===== src/rtl/cacheline_adaptor.sv =====
// Bridges 256-bit line requests from the cache arbiter to a 4 x 64-bit burst memory port.
// All outputs are registered; a DONE cycle returns a one-cycle resp_o before going idle.
module cacheline_adaptor (
  input  logic         clk,
  input  logic         rst_n,
  // Arbiter side
  input  logic         read_i,
  input  logic         write_i,
  input  logic [31:0]  address_i,
  input  logic [255:0] line_i,
  output logic [255:0] line_o,
  output logic         resp_o,
  // Memory side
  input  logic [63:0]  burst_i,
  output logic [63:0]  burst_o,
  output logic [31:0]  address_o,
  output logic         read_o,
  output logic         write_o,
  input  logic         resp_i
);

  typedef enum logic [1:0] {StIdle, StRead, StWrite, StDone} state_e;

  state_e         state_q;
  logic [1:0]     k_q;
  logic [1:0]     k_inc;
  logic [255:0]   line_q;
  logic           unused_addr_bits;

  assign k_inc = k_q + 2'd1;
  // Line-offset bits never reach memory; the burst is always line aligned.
  assign unused_addr_bits = ^address_i[4:0];

  always_ff @(posedge clk or negedge rst_n) begin
    if (!rst_n) begin
      state_q   <= StIdle;
      k_q       <= 2'd0;
      line_q    <= '0;
      line_o    <= '0;
      resp_o    <= 1'b0;
      burst_o   <= '0;
      address_o <= '0;
      read_o    <= 1'b0;
      write_o   <= 1'b0;
    end else begin
      resp_o <= 1'b0;
      case (state_q)
        StIdle: begin
          // A simultaneous read and write resolves to the read.
          if (read_i) begin
            state_q   <= StRead;
            k_q       <= 2'd0;
            read_o    <= 1'b1;
            address_o <= {address_i[31:5], 5'b0};
          end else if (write_i) begin
            state_q   <= StWrite;
            k_q       <= 2'd0;
            line_q    <= line_i;
            write_o   <= 1'b1;
            address_o <= {address_i[31:5], 5'b0};
            burst_o   <= line_i[63:0];
          end
        end
        StRead: begin
          if (resp_i) begin
            line_o[{k_q, 6'b0} +: 64] <= burst_i;
            k_q <= k_inc;
            if (k_q == 2'd3) begin
              state_q   <= StDone;
              read_o    <= 1'b0;
              address_o <= '0;
              resp_o    <= 1'b1;
            end
          end
        end
        StWrite: begin
          if (resp_i) begin
            k_q <= k_inc;
            if (k_q == 2'd3) begin
              state_q   <= StDone;
              write_o   <= 1'b0;
              address_o <= '0;
              burst_o   <= '0;
              resp_o    <= 1'b1;
            end else begin
              // Present the next beat so it is stable for the following strobe.
              burst_o <= line_q[{k_inc, 6'b0} +: 64];
            end
          end
        end
        StDone: begin
          state_q <= StIdle;
        end
        default: begin
          state_q <= StIdle;
        end
      endcase
    end
  end

endmodule


===== config.mk =====
export PLATFORM = sky130hd
export DESIGN_NAME = cacheline_adaptor
export DESIGN_NICKNAME = d
export VERILOG_FILES = /design/src/rtl/cacheline_adaptor.sv
export SDC_FILE = /design/constraint.sdc
export NUM_CORES = 1
export LEC_CHECK = 0
export CAP_MARGIN = 20
export CORE_AREA = 2 2 281 283
export CTS_BUF_LIST = sky130_fd_sc_hd__clkbuf_8
export DETAILED_ROUTE_END_ITERATION = 10
export DIE_AREA = 0 0 283 285
export PLACE_DENSITY = 0.54
export SYNTH_ARGS = -nofsm -noshare
export SYNTH_HDL_FRONTEND = slang
export SYNTH_SLANG_ARGS = --single-unit
export TNS_END_PERCENT = 20

===== constraint.sdc =====
create_clock -name clk -period 3.6 [get_ports clk]
set_input_delay 1.08 -clock clk [delete_from_list [all_inputs] [get_ports clk]]
set_output_delay 1.08 -clock clk [all_outputs]
set_load 0.05 [all_outputs]

==> results_dict.tcl <==
set metrics [dict create \
    outcome "completed" \
    r2r_setup_slack_ps 910 \
    hold_violations 0 \
    grt_pass1_vias 18600 \
    synth.distinct_cells 36 \
    power.leakage_nw 15.4 \
    grt.total_usage_pct 21.5 \
    synth_cells 1585 \
    rsz0062_at_grt "false" \
    tightest_slew_ps 921 \
    max_stage_delay_ps 1000 \
    setup_slack_ps 465 \
    wire_per_inst_um 25.5 \
    critical_path_class "flip-flop to output pin" \
    grt_overflow_total 0 \
    crit_required_ps 2520 \
    end_kind "output pin" \
    cts_buffer_depth 3 \
    clock_latency_ps 710 \
    drt_first_iter_violations 794 \
    grt_pass1_wl_um 130000 \
    die-area_um2 80700 \
    yosysWarnings 0 \
    period_needed_ps 3130 \
    r2r-end "burst_o[58]$_DFFE_PN0P_" \
    setup_viol 0 \
    final_cell_mix "700 x clkdlybuf4s50_1, 609 x dfrtp_1, 329 x mux2_2, 309 x a22o_1, 125 x clkbuf_8" \
    clock.fmax_mhz 319 \
    startpoint_type "flip-flop" \
    htreeDepth 3 \
    antenna_found_initial 24 \
    netlist_area_um2 24900 \
    final_common_cell "clkdlybuf4s50_1" \
    gp_congestion 0.836 \
    first_pass_iters 5 \
    timing.rr.start "k_q[0]$_DFFE_PN0P_" \
    clkSinkCount 610 \
    fin_tns_setup_ps 0 \
    final_area_um2 35500 \
    vias 17400 \
    start_util_pct 31.9 \
    ff2ff_path_depth 6 \
    irDropWorstVdd_mv 0.518 \
    whs_ps 343 \
    final_cells 3456 \
    antenna_left 0 \
    yosys.area.top_type "dfrtp_1" \
    netlist_top_cells_area "dfrtp_1 61%, mux2_2 15%, a22o_1 11%" \
    critical_path.top_delay_family "buffers and inverters" \
    tritoncts "yes" \
    die_h_um 285 \
    hold_class "primary input to asynchronous set/reset pin" \
    slowest_stage "clkdlybuf4s50_1" \
    period_share_pct 87.1 \
    cts_hold_buf 0 \
    slew_viol_final 0 \
    slew_headroom_pct 38.6 \
    area_growth_pct 42.8 \
    pre_cts_slack_ps 499 \
    ctsResizeCount 0 \
    synth_top_area_share_pct 61.4 \
    drive_gt1_share_pct 26.0 \
    ios 712 \
    hpwl_um 62400 \
    vias_per_cell 5.03 \
    dpl.cell_count 3261 \
    crit_arrival_ps 2050 \
    die_w_um 283 \
    placement.cell_area_um2 33400 \
    layout.nets 2690 \
    clockRootBuffer "clkbuf_8" \
    power.density_nw_per_um2 837 \
    critPathBufInv 1 \
    seq_area_frac_synth_pct 61.4 \
    syn_area_per_cell_um2 15.7 \
    clk_pin_slew_ps 60 \
    drc 0 \
    maxCapViolCount 0 \
    numCtsBuffers 108 \
    totalWireLength_um 88000 \
    row_count 103 \
    core_area_um2 78000 \
    grt_max_degree 91 \
    postCtsSetupBuffers 0 \
    critical_path.cell_chain "clkdlybuf4s50_1" \
    final_util_pct 45.5 \
    finClkSkew_ps 31.9 \
    crit_start "line_o[119]$_DFFE_PN0P_" \
    num-fill-cells 7048 \
    cp_max_fo 2 \
    totalPowerFinal_mw 29.7 \
    port_buffers 701 \
    synth_seq_cells 610 \
]
## kinds of logic after synthesis
kind of cell	after synthesis	share of synthesized area, %
adder cells (fa/ha/maj)	12	0.604
flip-flops	610	61.4
AND/OR/NAND/NOR	79	1.84
other	1	0.0151
AO/OA/AOI/OAI	328	11.3
multiplexers	417	22.1
buffers and inverters	138	2.78
## worst max-delay path by stage
stage	to	slack, ps	cells after the start
after floorplan	burst_o[54]$_DFFE_PN0P_	1070	10
after detailed placement	line_q[59]$_DFFE_PN0P_	500	5
after CTS	line_o[119]	390	1
after global routing	read_o	370	1
after global placement	line_q[123]$_DFFE_PN0P_	530	5
final	line_o[119]	470	1
## where the power goes
| part | internal [mW] | total [mW] | switching [mW] |
|---|---|---|---|
| Clock | 3.36 | 6.28 | 2.92 |
| Combinational | 5.99 | 13.0 | 6.96 |
| Sequential | 9.24 | 10.5 | 1.24 |
## per-layer routing
metal  share of wire [%]  track usage, %  vias up
met5                0.14               0        -
met4                 3.7            8.66       18
met3                 8.0            7.18      153
met2                  50            36.4      650
met1                  38            25.0     9086
li1                    -               -     7467
## synthesized netlist by cell type (all sizes together)
library cell,number
dfrtp,610
mux2,349
a22o,309
buf,78
mux4,64
clkbuf,54
nor2b,30
nand2,26
o21ai,13
ha,12
inv,6
nand3,5
mux2i,4
a21oi,3
nor2,3
nor4b,3
and3,2
nand2b,2
nor4,2
a211oi,1
conb,1
nand3b,1
nand4,1
nor3,1
nor3b,1
nor4bb,1
o22ai,1
o2bb2ai,1
or3,1
## registers in the layout (all words and copies together), names as in the netlist
| signal | count |
|---|---|
| line_o | 256 |
| state_q | 2 |
| burst_o | 64 |
| address_o | 27 |
| read_o | 1 |
| line_q | 256 |
| resp_o | 1 |
| k_q | 2 |
| write_o | 1 |
## final cells by class
class,instances,area [um2],area share (%)
repair buffers,754,7770,21.9
clock inverters,56,355,1.00
well taps,1050,1310,3.70
multi-input cells,841,9020,25.4
flip-flops and latches,610,15300,43.0
inverters,6,22.5,0.0634
clock buffers,125,1720,4.85
diodes,14,35.0,0.0987
## worst reg2reg max path: cells and delay by family (launching register included)
kind | cells | cell delay (ps)
mux | 2 | 820
flops | 1 | 580
buf+inv | 2 | 540
fa+ha+maj | 1 | 410
compound gates | 1 | 230
No activity file was read; power rests on OpenSTA's default activity.
